$ cat config.mk
export PLATFORM = sky130hd
export DESIGN_NAME = kan_layer_sequencer
export DESIGN_NICKNAME = d
export VERILOG_FILES = /design/src/rtl/kan_layer_sequencer.sv
export SDC_FILE = /design/constraint.sdc
export NUM_CORES = 1
export LEC_CHECK = 0
export BUFFER_PORTS_ARGS = -buffer_cell sky130_fd_sc_hd__buf_2
export CAP_MARGIN = 10
export CORE_UTILIZATION = 45
export CTS_CLUSTER_SIZE = 16
export DETAILED_ROUTE_END_ITERATION = 8
export PLACE_DENSITY_LB_ADDON = 0.12
export SLEW_MARGIN = 20
export SYNTH_ARGS = -nofsm -noshare
export SYNTH_HDL_FRONTEND = slang
export SYNTH_SLANG_ARGS = --single-unit
export TNS_END_PERCENT = 20
$ cat constraint.sdc
create_clock -name clk -period 4.1 [get_ports clk]
set_clock_uncertainty 0.05 [all_clocks]
set_input_delay 0.82 -clock clk [delete_from_list [all_inputs] [get_ports clk]]
set_output_delay 0.82 -clock clk [all_outputs]
set_load 0.02 [all_outputs]
$ cat src/rtl/kan_layer_sequencer.sv
// ============================================================================
// Module   : kan_layer_sequencer
// Purpose  : Walks one KAN layer pass (tile x feature x grid point) and
//            emits lockstep grid-index / weight-address AXI-Stream beats,
//            counts datapath result beats and reports done / error.
// Options  : KAN_SEQ_PERF_CNT_EN adds stall / run-cycle performance counters.
// Revision : 1.0 - initial release
// ============================================================================
`default_nettype none

module kan_layer_sequencer #(
    parameter int ADDR_WIDTH = 16,
    parameter int GIDX_WIDTH = 8,
    parameter int CNT_WIDTH  = 12
) (
    input  logic                  clk,
    input  logic                  rst,
    input  logic                  cfg_start,
    input  logic [CNT_WIDTH-1:0]  cfg_in_count,
    input  logic [GIDX_WIDTH-1:0] cfg_grid_count,
    input  logic [CNT_WIDTH-1:0]  cfg_tile_count,
    output logic [GIDX_WIDTH-1:0] m_axis_gidx_tdata,
    output logic                  m_axis_gidx_tvalid,
    input  logic                  m_axis_gidx_tready,
    output logic                  m_axis_gidx_tlast,
    output logic [ADDR_WIDTH-1:0] m_axis_waddr_tdata,
    output logic                  m_axis_waddr_tvalid,
    input  logic                  m_axis_waddr_tready,
    output logic                  m_axis_waddr_tlast,
    input  logic                  s_rslt_tvalid,
    input  logic                  s_rslt_tready,
    input  logic                  s_rslt_tlast,
    input  logic                  err_unalligned_data,
    input  logic                  err_user_flag,
    output logic                  busy,
    output logic                  done,
    output logic                  error
`ifdef KAN_SEQ_PERF_CNT_EN
    ,
    output logic [31:0]           perf_stall_cycles,
    output logic [31:0]           perf_run_cycles
`endif
);

    localparam int TOT_W  = 2 * CNT_WIDTH + GIDX_WIDTH;
    localparam int TOT_W1 = TOT_W + 1;
    localparam logic [TOT_W:0] c_addr_span = TOT_W1'(1) << ADDR_WIDTH;

    localparam logic [1:0] c_st_idle  = 2'd0;
    localparam logic [1:0] c_st_run   = 2'd1;
    localparam logic [1:0] c_st_drain = 2'd2;
    localparam logic [1:0] c_st_error = 2'd3;

    logic [1:0]            r_state;
    logic [1:0]            w_next_state;

    logic [CNT_WIDTH-1:0]  r_n_cnt;
    logic [GIDX_WIDTH-1:0] r_g_cnt;
    logic [CNT_WIDTH-1:0]  r_t_cnt;

    logic [GIDX_WIDTH-1:0] r_g;
    logic [CNT_WIDTH-1:0]  r_i;
    logic [CNT_WIDTH-1:0]  r_t;
    logic [ADDR_WIDTH-1:0] r_waddr;
    logic                  r_gidx_acc;
    logic                  r_waddr_acc;
    logic [CNT_WIDTH-1:0]  r_rcnt;
    logic                  r_error;

    logic [TOT_W-1:0]      w_total;
    logic                  w_cfg_bad;
    logic                  w_start_ok;
    logic                  w_start_bad;
    logic                  w_gidx_fire;
    logic                  w_waddr_fire;
    logic                  w_step;
    logic                  w_last_g;
    logic                  w_last_i;
    logic                  w_last_t;
    logic                  w_last_step;
    logic                  w_active;
    logic                  w_rslt_fire;
    logic                  w_rslt_ovf;
    logic                  w_fault;
    logic                  w_rslt_all_in;

    // A pass longer than the weight address space cannot be addressed.
    assign w_total = TOT_W'(cfg_tile_count) * TOT_W'(cfg_in_count) * TOT_W'(cfg_grid_count);
    assign w_cfg_bad = (cfg_in_count == '0) || (cfg_grid_count == '0) || (cfg_tile_count == '0)
                     || ({1'b0, w_total} > c_addr_span);

    assign w_start_ok  = (r_state == c_st_idle) && cfg_start && !w_cfg_bad;
    assign w_start_bad = (r_state == c_st_idle) && cfg_start && w_cfg_bad;

    assign w_gidx_fire  = m_axis_gidx_tvalid && m_axis_gidx_tready;
    assign w_waddr_fire = m_axis_waddr_tvalid && m_axis_waddr_tready;
    assign w_step       = (r_state == c_st_run) && (r_gidx_acc || w_gidx_fire)
                        && (r_waddr_acc || w_waddr_fire);

    assign w_last_g    = (r_g == r_g_cnt - GIDX_WIDTH'(1));
    assign w_last_i    = (r_i == r_n_cnt - CNT_WIDTH'(1));
    assign w_last_t    = (r_t == r_t_cnt - CNT_WIDTH'(1));
    assign w_last_step = w_step && w_last_g && w_last_i && w_last_t;

    assign w_active      = (r_state == c_st_run) || (r_state == c_st_drain);
    assign w_rslt_fire   = s_rslt_tvalid && s_rslt_tready && s_rslt_tlast && (r_state != c_st_idle);
    assign w_rslt_all_in = (r_rcnt == r_t_cnt);
    assign w_rslt_ovf    = w_rslt_fire && w_rslt_all_in;
    assign w_fault       = w_active && (err_unalligned_data || err_user_flag || w_rslt_ovf);

    // State register
    always_ff @(posedge clk or negedge rst) begin
        if (!rst) begin
            r_state <= c_st_idle;
        end else begin
            r_state <= w_next_state;
        end
    end

    // Next-state logic
    always_comb begin
        w_next_state = r_state;
        case (r_state)
            c_st_idle: begin
                if (w_start_ok) begin
                    w_next_state = c_st_run;
                end
            end
            c_st_run: begin
                if (w_fault) begin
                    w_next_state = c_st_error;
                end else if (w_last_step) begin
                    w_next_state = c_st_drain;
                end
            end
            c_st_drain: begin
                if (w_fault) begin
                    w_next_state = c_st_error;
                end else if (w_rslt_all_in) begin
                    w_next_state = c_st_idle;
                end
            end
            default: begin
                w_next_state = c_st_idle;
            end
        endcase
    end

    // Outputs: a beat stays valid until its own handshake, then waits for its partner.
    always_comb begin
        busy                = w_active;
        done                = (r_state == c_st_drain) && w_rslt_all_in && !w_fault;
        m_axis_gidx_tvalid  = (r_state == c_st_run) && !r_gidx_acc;
        m_axis_waddr_tvalid = (r_state == c_st_run) && !r_waddr_acc;
        m_axis_gidx_tlast   = m_axis_gidx_tvalid && w_last_g;
        m_axis_waddr_tlast  = m_axis_waddr_tvalid && w_last_g && w_last_i;
    end

    assign m_axis_gidx_tdata  = r_g;
    assign m_axis_waddr_tdata = r_waddr;
    assign error              = r_error;

    // Loop counters, handshake flags, result counter and sticky error.
    always_ff @(posedge clk or negedge rst) begin
        if (!rst) begin
            r_n_cnt     <= '0;
            r_g_cnt     <= '0;
            r_t_cnt     <= '0;
            r_g         <= '0;
            r_i         <= '0;
            r_t         <= '0;
            r_waddr     <= '0;
            r_gidx_acc  <= 1'b0;
            r_waddr_acc <= 1'b0;
            r_rcnt      <= '0;
            r_error     <= 1'b0;
        end else if (w_start_ok) begin
            r_n_cnt     <= cfg_in_count;
            r_g_cnt     <= cfg_grid_count;
            r_t_cnt     <= cfg_tile_count;
            r_g         <= '0;
            r_i         <= '0;
            r_t         <= '0;
            r_waddr     <= '0;
            r_gidx_acc  <= 1'b0;
            r_waddr_acc <= 1'b0;
            r_rcnt      <= '0;
            r_error     <= 1'b0;
        end else begin
            if (w_start_bad || w_fault) begin
                r_error <= 1'b1;
            end
            if (w_step) begin
                r_gidx_acc  <= 1'b0;
                r_waddr_acc <= 1'b0;
                if (!w_last_step) begin
                    r_waddr <= r_waddr + ADDR_WIDTH'(1);
                    if (w_last_g) begin
                        r_g <= '0;
                        if (w_last_i) begin
                            r_i <= '0;
                            r_t <= r_t + CNT_WIDTH'(1);
                        end else begin
                            r_i <= r_i + CNT_WIDTH'(1);
                        end
                    end else begin
                        r_g <= r_g + GIDX_WIDTH'(1);
                    end
                end
            end else begin
                r_gidx_acc  <= r_gidx_acc || w_gidx_fire;
                r_waddr_acc <= r_waddr_acc || w_waddr_fire;
            end
            if (w_rslt_fire && !w_rslt_ovf) begin
                r_rcnt <= r_rcnt + CNT_WIDTH'(1);
            end
        end
    end

`ifdef KAN_SEQ_PERF_CNT_EN
    logic [31:0] r_perf_stall;
    logic [31:0] r_perf_run;

    always_ff @(posedge clk or negedge rst) begin
        if (!rst) begin
            r_perf_stall <= '0;
            r_perf_run   <= '0;
        end else if (w_start_ok) begin
            r_perf_stall <= '0;
            r_perf_run   <= '0;
        end else begin
            if ((r_state == c_st_run)
                && ((m_axis_gidx_tvalid && !m_axis_gidx_tready)
                    || (m_axis_waddr_tvalid && !m_axis_waddr_tready))) begin
                r_perf_stall <= r_perf_stall + 32'd1;
            end
            if (w_active) begin
                r_perf_run <= r_perf_run + 32'd1;
            end
        end
    end

    assign perf_stall_cycles = r_perf_stall;
    assign perf_run_cycles   = r_perf_run;
`endif

endmodule

`default_nettype wire

* Word-level counts from Yosys, hierarchy flattened
Index checks and enable logic that the tools add are counted.
** Word-level totals
- Input port bits :: 42
- Word-level logic and storage cells :: 115
- Register bits :: 97
** Operators by class
- $mul :: 2
- $add $sub $neg :: 8
- Reductions and logical operators :: 51
- Equal/unequal tests :: 10
- $lt $le $gt $ge :: 1
- Muxes and demuxes :: 31
** Operator list (number)
- $mux W12 :: 12
- $mux W16 :: 3
- $add A12 B1 Y12 const B :: 3
- $eq A12 B12 Y1 :: 3
- $gt A32 B17 Y1 const B :: 1
- $mul A24 B8 Y32 :: 1
- $mux W8 :: 4
- $logic_not A12 Y1 :: 2
- $mul A12 B12 Y24 :: 1
- $sub A12 B1 Y12 const B :: 2
- $logic_and A1 B1 Y1 :: 23
- $add A16 B1 Y16 const B :: 1
- $reduce_bool A2 Y1 :: 6
- $mux W2 :: 5
- $logic_or A1 B1 Y1 :: 9
- $add A8 B1 Y8 const B :: 1
- $eq A8 B8 Y1 :: 1
- $logic_not A8 Y1 :: 1
- $sub A8 B1 Y8 const B :: 1
- $mux W1 :: 6
- $ne A3 B3 Y1 const B :: 2
- $pmux W2 S3 :: 1
- $reduce_and A3 Y1 :: 2
- $logic_not A1 Y1 :: 5
- 6 further kinds :: 7

* Longest topological paths before layout
Gate-level depths: netlist of the first run.
- Depth in word-level cells :: 12
- Gate-level depth with buffers :: 44
- Mapped depth without buffers :: 40

* Worst setup path after synthesis of the first run
OpenSTA, ideal clock, no wires.
- Path type :: input -> register
- Start :: input port cfg_tile_count[0]
- End :: register r_state[0]
- Data arrival time :: 10484 ps
- Slack :: -6562 ps
- Library setup time :: 128 ps
- Data required time :: 3922 ps
- Path buffers :: 3
- Cell stages on the path :: 39
- Cells stage by stage :: clkbuf_1 -> clkbuf_1 -> nand2_1 -> fa_1 -> fa_1 -> inv_1 -> fa_1 -> fa_1 -> inv_1 -> fa_1 -> inv_1 -> ha_1 -> a21o_1 -> a21oi_1 -> a211oi_1 -> o31a_1 -> a41o_1 -> o41ai_1 -> [3 not listed] -> inv_1 -> fa_1 -> fa_1 -> inv_1 -> fa_1 -> inv_1 -> ha_1 -> clkbuf_1 -> nand4_1 -> nor3_1 -> a211o_1 -> nand4_1 -> or4_1 -> nor4_1 -> and4_1 -> nand3_1 -> a21oi_1 -> mux2_1
** On the way
- Cells in the longest elaborated chain, start to end :: 8
** RTL lines
- start: declaration :: line 21 : input logic [CNT_WIDTH-1:0] cfg_tile_count,
- $mul A12 B12 Y24 :: line 88 : assign w_total = TOT_W'(cfg_tile_count) * TOT_W'(cfg_in_count) * TOT_W'(cfg_grid_count);
- $mul A24 B8 Y32 :: line 88
- $gt A32 B17 Y1 :: line 90 : || ({1'b0, w_total} > c_addr_span);
- $logic_or A1 B1 Y1 * :: line 90
- $logic_not A1 Y1 * :: line 92 : assign w_start_ok = (r_state == c_st_idle) && cfg_start && !w_cfg_bad;
- $logic_and A1 B1 Y1 * :: line 92
- $ne A2 B2 Y1 (no line) *
- $reduce_and A3 Y1 (no line) *
- end signal: assignment :: line 114 : r_state <= c_st_idle;
- end signal: assignment :: line 116 : r_state <= w_next_state;
- end: declaration :: line 54 : logic [1:0] r_state;
Mark *: on every way between the ends. The rest lies on a longest branch, timed or not.
A chain may end at the register's enable or synchronous reset.

* Worst setup path after layout of the first run
- Start :: input port cfg_in_count[6]
- End :: register r_i[9]
** On the way
- Cells in the longest elaborated chain, start to end :: 8
** RTL lines
- start: declaration :: line 19 : input logic [CNT_WIDTH-1:0] cfg_in_count,
- $mul A12 B12 Y24 or $logic_not A12 Y1 (tied branches) :: line 88, 89
- $mul A24 B8 Y32 or $logic_or A1 B1 Y1 (tied branches) :: line 88, 89
- $gt A32 B17 Y1 or $logic_or A1 B1 Y1 (tied branches) :: line 90, 89
- $logic_or A1 B1 Y1 * :: line 90
- $logic_not A1 Y1 * :: line 92
- $logic_and A1 B1 Y1 * :: line 92
- $ne A2 B2 Y1 (no line) or $reduce_bool A2 Y1 (tied branches)
- $reduce_and A3 Y1 (no line)
- end signal: assignment :: line 204 : r_i <= r_i + CNT_WIDTH'(1);
- end: declaration :: line 62 : logic [CNT_WIDTH-1:0] r_i;
Marks and branches as above.

==> impl_metrics.tcl, run 1 <==
set metrics [dict create \
    antenna_found_initial 0 \
    synthArstFlopShare_pct 100 \
    use_met2_pct 43.0 \
    met1_usage_pct 32.5 \
    finalMaxSlewViolations 0 \
    vias_per_cell 5.22 \
    numPortBuffers 72 \
    grtUsageTotal_pct 24.1 \
    cap_violations 0 \
    slowest_delay_ns 0.55 \
    worst_pin_slew_ns 0.961 \
    globalplace.congestion 0.899 \
    drt_pass1_iterations 5 \
    die_area_sq_um 38900 \
    grt_max_degree 76 \
    final_util_pct 57.2 \
    worst-path-buf-inv 8 \
    drc_errors 0 \
    die-width_um 197 \
    cts-hold-fix-buffers 0 \
    dp_cells 2872 \
    ys_ff_latch 97 \
    htree_levels 3 \
    area_growth_pct 25.4 \
    cp.arrival_ns 10.66 \
    clk_path_buf_depth 2 \
    start_util_pct 45.6 \
    wl_per_cell_um 15.7 \
    required_ns 4.34 \
    drt_wl_total_um 45600 \
    cts_tree "yes" \
    clkTransAtPathRegs_ns 0.08 \
    layout-drive-gt1-share_pct 22.7 \
    postSynthCellCount 2046 \
    final_min_period_over_clock_period_pct 254 \
    cts_root_buf "clkbuf_16" \
    max-slew-margin-rel_pct 35.9 \
    path_class "input pin to register" \
    cp_slowest_cell "fa_1" \
    clk_latency_ns 0.35 \
    mappedNetlistNets 2446 \
    synthFlopType "dfrtp_1" \
    grt_pass1_vias 15300 \
    fmax_mhz 95.9 \
    coreArea_sq_um 37600 \
    drt-initial-drc-count 705 \
    cts_buffers 9 \
    grt_first_pass_wirelength_um 76200 \
    critical_path.most_common_cell "fa_1" \
    outcome "finished with violations" \
    ys.warnings.count 0 \
    cp-start-kind "input pin" \
    die_y_um 197 \
    core.rowCount 71 \
    clock_sinks 97 \
    fin_ws_ns -6.32 \
    grt_overflow 0 \
    synth-edff-count 0 \
    dpl.hpwl_um 37800 \
    setup_viol 97 \
    cp_max_fo 7 \
    holdWs_ns 0.449 \
    synth.avg_cell_area_sq_um 8.37 \
    synth_cell_types 80 \
    busiest_layer "met2" \
    drt.antenna.violating_nets 0 \
    syn_area_sq_um 17100 \
    hold_violations 0 \
    stdcell_count 2909 \
    cp-end-kind "register" \
    met3_usage_pct 0.990 \
    rsz0062_at_grt "true" \
    vias 15200 \
    top_level_ports 73 \
    synth-seq-area-share_pct 14.2 \
    hp-class "register to register" \
    finish.net_count 2792 \
    min_period_ns 10.42 \
    violations "setup timing" \
    crit_family "adder cells" \
    place_ws_ns -7.04 \
]
## registers in the layout (all words and copies together), names as in the netlist
register,flops
error,1
m_axis_gidx_tdata,8
m_axis_waddr_tdata,16
r_g_cnt,8
r_gidx_acc,1
r_i,12
r_n_cnt,12
r_rcnt,12
r_state,2
r_t,12
r_t_cnt,12
r_waddr_acc,1
## routing by layer
layer / up-vias / wire length [um]
li1: 7334 / -
met1: 7550 / 20200
met2: 251 / 23500
met3: 44 / 1240
met4: 0 / 698
met5: - / 0
## timing repair
action,CTS,global route
setup endpoints to repair,98,98
gates resized for setup,66,46
setup buffers,11,5
gates cloned,2,4
pin swaps,29,21
## worst min-delay path: stages (launching register included)
cell     delay (ns)
dfrtp_1        0.37
nand2_1        0.05
nand2_1        0.05
## metrics by stage
step           setup TNS (ns)  cell area, sq um
2_1_floorplan         -584.09             17300
3_3_place_gp          -671.12             20400
3_5_place_dp          -677.60             20400
4_1_cts               -601.73             21200
5_1_grt               -639.99             21500
6_report              -606.03             21500
## path summary, 6_finish.rpt
kind                                 startpoint                endpoint  slack, ns  cells past startpoint
max in group asynchronous                   rst                  r_t[5]       2.67                      2
min in group asynchronous                   rst  m_axis_waddr_tdata[10]       0.56                      1
worst min-delay path                 r_n_cnt[1]              r_n_cnt[1]       0.45                      2
worst min register to register       r_n_cnt[1]              r_n_cnt[1]       0.45                      2
worst max register to register       r_t_cnt[0]  m_axis_waddr_tdata[13]       0.38                     12
worst max-delay path            cfg_in_count[6]                  r_i[9]      -6.32                     38
## cell type report
cell class,count,area [sq um]
clock inverter,7,80.1
sequential,97,2430
tap,511,639
fill,3504,16100
multi-input combinational,1563,13700
timing repair buffer,420,3250
antenna,1,2.50
inverter,301,1130
clock buffer,9,225
## logic make-up (layout without fill, tap and decap cells)
kind of cell    Yosys count  in the layout  share of synthesized area (%)
flops                    97             97                           14.2
xor+xnor                114            114                           5.83
buf+inv                 386            737                           8.69
other cells               0              1                              0
mux                      12             12                          0.723
simple gates            836            836                           24.4
fa+ha+maj               358            358                           36.3
compound gates          243            243                           9.91
## cell usage after synthesis (all sizes together), types with 7 or more instances
| cell type | count | area (sq um) |
|---|---|---|
| ha | 126 | 1580 |
| or4 | 8 | 63.8 |
| inv | 301 | 1130 |
| mux2i | 9 | 90.1 |
| buf | 17 | 104 |
| or3 | 11 | 68.8 |
| or2 | 7 | 43.8 |
| a211oi | 13 | 103 |
| nand2b | 12 | 75.1 |
| nand4 | 32 | 200 |
| clkbuf | 68 | 255 |
| a21o | 10 | 75.1 |
| nand2 | 313 | 1180 |
| o21ai | 39 | 195 |
| a31oi | 7 | 43.8 |
| nor2b | 11 | 68.8 |
| and4 | 7 | 63.8 |
| dfrtp | 97 | 2430 |
| xnor2 | 65 | 569 |
| a2111o | 9 | 101 |
| o31ai | 8 | 60.1 |
| o21a | 8 | 60.1 |
| and2 | 175 | 1090 |
| and3 | 20 | 125 |
| nand3 | 43 | 215 |
| xor2 | 49 | 429 |
| fa | 232 | 4640 |
| nor2 | 109 | 409 |
| o2111ai | 11 | 96.3 |
| a21oi | 75 | 375 |
| nor3b | 10 | 75.1 |
| nor3 | 39 | 205 |
| nor4 | 24 | 156 |
## layout by cell type, fill, tap and decap left out, types with 11 or more instances in the layout
cell type / netlist / layout
xnor2_1: 65 / 57
and3_1: 20 / 19
fa_1: 232 / 230
nor2_1: 109 / 107
nor2b_1: 11 / 11
nor4_1: 23 / 22
clkbuf_16: 0 / 13
and2_1: 175 / 170
nand2_1: 312 / 308
nand4_1: 32 / 32
a211oi_1: 12 / 11
nor3_1: 37 / 34
xor2_1: 49 / 49
dfrtp_1: 97 / 96
ha_1: 126 / 116
buf_6: 3 / 11
o21ai_0: 38 / 32
nand2b_1: 12 / 12
a21oi_1: 75 / 60
inv_1: 301 / 292
or3_1: 11 / 11
o2111ai_1: 11 / 11
nand3_1: 43 / 42
buf_2: 14 / 59
buf_4: 0 / 335
a21oi_2: 0 / 11
Power of run 1 is left out: the tool's default activity adds up to more than one toggle a clock period on the data nets, which glitch-free logic cannot reach.
==> run 2, diff against run 1 <==
--- a/config.mk
+++ b/config.mk
@@ -7,7 +7,9 @@
 export LEC_CHECK = 0
 export BUFFER_PORTS_ARGS = -buffer_cell sky130_fd_sc_hd__buf_2
 export CAP_MARGIN = 10
-export CORE_UTILIZATION = 45
+export CORE_MARGIN = 3
+export CORE_UTILIZATION = 50
+export CTS_CLUSTER_DIAMETER = 100
 export CTS_CLUSTER_SIZE = 16
 export DETAILED_ROUTE_END_ITERATION = 8
 export PLACE_DENSITY_LB_ADDON = 0.12
==> run 2 against run 1 <==
Hold slack better by 0.0013 ns. Cell count fell by 2.3%. Critical path type unchanged. The run still ends with setup timing left. Via count is 2.0% higher. Worst setup slack better by 0.023 ns.
==> impl_metrics.tcl, run 2 (synthesis gave the netlist of run 1 again) <==
set metrics [dict create \
    outcome "finished with violations" \
    violations "setup timing" \
    reg2reg_slack_ns 0.08 \
    grt_max_degree 81 \
    antenna_found_initial 1 \
    die_y_um 191 \
    rsz0062_at_grt "true" \
    r2r_end "m_axis_waddr_tdata[15]" \
    drt_wl_total_um 47100 \
    drt.antenna.violating_nets 0 \
    layout-drive-gt1-share_pct 23.6 \
    regArea_sq_um 2430 \
    cp.arrival_ns 10.64 \
    grtUsageTotal_pct 25.7 \
    clk_latency_ns 0.35 \
    wl_per_cell_um 16.6 \
    cp_max_fo 10 \
    slowest_delay_ns 0.60 \
    numPortBuffers 72 \
    holdWs_ns 0.451 \
    top_level_ports 73 \
    coreArea_sq_um 33600 \
    max-slew-margin-rel_pct 50.2 \
    fin_ws_ns -6.30 \
    required_ns 4.34 \
    grt_pass1_vias 15600 \
    path_class "input pin to register" \
    cp-end-kind "register" \
    grt_overflow 0 \
    vias_per_cell 5.45 \
    cts-hold-fix-buffers 0 \
    cp_slowest_cell "fa_2" \
    fin_tns_setup_ns -602.59 \
    fmax_mhz 96.2 \
    final_cell_mix "buf_4 (312), inv_1 (294), nand2_1 (284)" \
    cp-endpoint "r_i[10]" \
    drt_pass1_iterations 5 \
    dpl.hpwl_um 37400 \
    cap_violations 0 \
    setup_viol 97 \
    grt_first_pass_wirelength_um 76800 \
    critical_path.most_common_cell "fa_1" \
    drt-initial-drc-count 856 \
    min_period_ns 10.40 \
    r2r-start "r_t_cnt[0]" \
    clock_sinks 97 \
    nFillCells 2903 \
    worstRegToRegCells 12 \
    htree_levels 3 \
    vias 15500 \
    worst_pin_slew_ns 0.747 \
    final_common_cell "buf_4" \
    largest_reg_flops 16 \
    clk_path_buf_depth 2 \
    globalplace.congestion 0.904 \
    final_util_pct 64.4 \
    drc_errors 0 \
    hold_violations 0 \
    crit_start "cfg_in_count[6]" \
    die_area_sq_um 36500 \
    place_ws_ns -6.98 \
    cp-start-kind "input pin" \
    start_util_pct 51.0 \
    final_min_period_over_clock_period_pct 254 \
    die-width_um 191 \
    finalMaxSlewViolations 0 \
    core.rowCount 67 \
    cts_buffers 9 \
    finish.net_count 2788 \
    multi_input_area_sq_um 13800 \
    cts_tree "yes" \
    hp-class "register to register" \
    cts_root_buf "clkbuf_16" \
    min_from "r_g_cnt[7]" \
    area_growth_pct 26.4 \
    clkTransAtPathRegs_ns 0.07 \
]
-- run 2: cell count changes in the layout (fill, tap and decap cells not counted), moves of 5 or more --
cell and delta:
nand2_1 -24, nand2_2 +24, buf_4 -23, buf_6 +10
buf_16 +7, buf_12 +5
-- run 2: critical path: cells and delay by family --
kind	cells	cell delay (ns)
AOI/OAI and AO/OA	8	2.37
adders and majority gates	11	5.12
and+or+nand+nor	6	0.76
buffers and inverters	11	1.09
xor gates and xnor gates	1	0.18
muxes	1	0.28
-- run 2: area by class of cell --
type,instances,area share [%]
diodes,1,0.0116
clock buffers,9,1.04
clock inverters,7,0.352
inverters,301,5.22
multi-input cells,1563,63.7
flip-flops and latches,97,11.2
well taps,448,2.59
repair buffers,416,15.8
-- run 2: worst min-delay path by stage --
stage | endpoint | depth (start not counted)
after floorplan | r_n_cnt[11] | 2
after global placement | r_n_cnt[11] | 2
after detailed placement | r_n_cnt[11] | 2
after CTS | r_g_cnt[7] | 2
after global routing | r_n_cnt[1] | 2
final | r_g_cnt[7] | 2
-- run 2: repair_timing --
action,in CTS,in global routing
endpoints found under the setup margin,98,98
resized for setup,123,33
buffers inserted,20,9
cloned,7,4
endpoints found under the hold margin,0,0
pin swaps,69,23
-- run 2: per-layer routing --
metal  part of all wire, %  up-vias  global-route usage [%]  wire (um)
li1                      -     7318                       -          -
met1                    42     7740                    33.7      19700
met2                    52      354                    45.6      24400
met3                   3.7       66                    1.71       1740
met4                   2.7        2                    7.93       1280
met5                 0.028        -                       0         13
-- run 2: per-stage QoR --
| step | instances | instance area [sq um] |
|---|---|---|
| floorplan | 2046 | 17300 |
| CTS | 2828 | 21300 |
| global route | 2841 | 21600 |
| global placement | 2785 | 20200 |
| detailed placement | 2785 | 20200 |
| finish | 2842 | 21700 |
Power of run 2 is left out for the same reason.
==> run 3, diff against run 2 <==
--- a/config.mk
+++ b/config.mk
@@ -13,6 +13,7 @@
 export CTS_CLUSTER_SIZE = 16
 export DETAILED_ROUTE_END_ITERATION = 8
 export PLACE_DENSITY_LB_ADDON = 0.12
+export SETUP_SLACK_MARGIN = 0.3
 export SLEW_MARGIN = 20
 export SYNTH_ARGS = -nofsm -noshare
 export SYNTH_HDL_FRONTEND = slang
==> run 3 against run 2 <==
The run still ends with setup timing left. Maximum frequency grew 0.65%. First-iteration DRC count shrank 12%. Sequential share of layout area grew 0.078 points. Clock-buffer cell count is the same. Cell count shrank 0.39%. Worst setup slack gained 0.067 ns. Core utilization shrank 0.45 points. Via count shrank 0.48%. Hold slack lost 0.020 ns. Global-route usage shrank 0.70 points. Routed wire length shrank 1.4%.
==> impl_metrics.tcl, run 3 (synthesis gave the netlist of run 1 again) <==
set metrics [dict create \
    cts_root_buf "clkbuf_16" \
    drc_errors 0 \
    drt_wl_total_um 46500 \
    cp-end-kind "register" \
    clk_path_buf_depth 2 \
    coreArea_sq_um 33600 \
    grtUsageTotal_pct 25.0 \
    num_antenna_cells 0 \
    min_period_ns 10.33 \
    outcome "finished with violations" \
    nFillCells 2904 \
    finish.net_count 2778 \
    fmax_mhz 96.8 \
    hp-class "input pin to async pin" \
    antenna_found_initial 1 \
    setup_viol 97 \
    core.rowCount 67 \
    final_cell_mix "buf_4 (315), nand2_1 (302), inv_1 (294)" \
    final_common_cell "buf_4" \
    r2r_end "m_axis_waddr_tdata[15]" \
    r2r-start "r_t_cnt[0]" \
    clock_sinks 97 \
    drt_pass1_iterations 5 \
    finalMaxSlewViolations 0 \
    die_area_sq_um 36500 \
    slowest_delay_ns 0.56 \
    dpl.hpwl_um 37400 \
    area_growth_pct 25.5 \
    htree_levels 3 \
    grt_first_pass_wirelength_um 75000 \
    fin_ws_ns -6.23 \
    holdWs_ns 0.431 \
    drt-initial-drc-count 756 \
    final_min_period_over_clock_period_pct 252 \
    die_y_um 191 \
    vias_per_cell 5.44 \
    hold_violations 0 \
    drt.antenna.violating_nets 0 \
    cts_buffers 9 \
    cts-hold-fix-buffers 0 \
    critical_path.most_common_cell "fa_1" \
    max-slew-margin-rel_pct 48.9 \
    cap_violations 0 \
    top_level_ports 73 \
    die-width_um 191 \
    rsz0062_at_grt "true" \
    grt_pass1_vias 15300 \
    cp-start-kind "input pin" \
    start_util_pct 51.0 \
    largest_reg_flops 16 \
    path_class "input pin to register" \
    cts_tree "yes" \
    place_ws_ns -6.98 \
    wl_per_cell_um 16.4 \
    cp_max_fo 7 \
    required_ns 4.27 \
    reg2reg_slack_ns 0.11 \
    grt_max_degree 81 \
    worstRegToRegCells 12 \
    worst_pin_slew_ns 0.767 \
    clkTransAtPathRegs_ns 0.07 \
    cp.arrival_ns 10.51 \
    grt_overflow 0 \
    vias 15400 \
    layout-drive-gt1-share_pct 23.3 \
    cp_slowest_cell "fa_1" \
    globalplace.congestion 0.904 \
    violations "setup timing" \
    clk_latency_ns 0.35 \
    numPortBuffers 72 \
]
## run 3: cell types whose count changed in the layout (fill, tap and decap cells not counted), moves of 3 or more
cell	delta
buf_4	+3
nand2_4	+3
nor2_2	+3
buf_16	-8
nor2_4	+10
nor2_1	-13
nand2_2	-21
a21oi_2	+4
buf_6	-4
nand2_1	+18
## run 3: stage by stage
step           cell area, sq um  utilization, %  cells  setup TNS (ns)
6_report                  21500            64.0   2831         -596.95
5_1_grt                   21500            64.0   2831         -630.01
3_5_place_dp              20200            60.2   2785         -669.70
4_1_cts                   20900            62.1   2812         -592.36
3_3_place_gp              20200            60.2   2785         -665.06
2_1_floorplan             17300               -   2046         -584.09
## run 3: layer usage
metal  track usage [%]  wire length [um]
met2              44.4             24100
met1              33.1             19500
met5                 0                13
met3              1.56              1710
met4              7.08              1100
## run 3: how the worst max path moves through the flow
stage,slack [ns],startpoint,endpoint,cells after the start
finish,-6.23,cfg_in_count[7],r_state[0],42
global route,-6.60,cfg_in_count[6],r_state[0],42
detailed placement,-6.98,cfg_in_count[3],r_i[11],38
CTS,-6.16,cfg_in_count[7],r_i[8],42
global placement,-6.93,cfg_in_count[6],r_i[6],38
floorplan,-6.09,cfg_in_count[7],r_i[10],40
## run 3: layout make-up
type                       instances  area, sq um  share of cell area (%)
clock buffer                       9          225                    1.05
clock inverter                     7         76.3                   0.355
inverter                         301         1130                    5.25
multi-input combinational       1563        13900                    64.6
sequential                        97         2430                    11.3
tap                              448          561                    2.61
timing repair buffer             406         3180                    14.8
## run 3: timing repair
action / CTS / global route
gates resized for setup: 59 / 92
hold endpoints to repair: 0 / 0
buffers inserted: 11 / 14
pin swaps: 36 / 56
cloned: 0 / 5
endpoints found under the setup margin: 98 / 99
## run 3: critical path: cells and delay by family
kind | cells | cell delay [ns]
buffers and inverters | 10 | 0.71
adder cells (fa/ha/maj) | 11 | 5.06
multiplexers | 1 | 0.35
AND/OR/NAND/NOR | 7 | 0.89
AO/OA/AOI/OAI | 12 | 2.47
XOR/XNOR | 1 | 0.18
Power of run 3 is left out for the same reason.
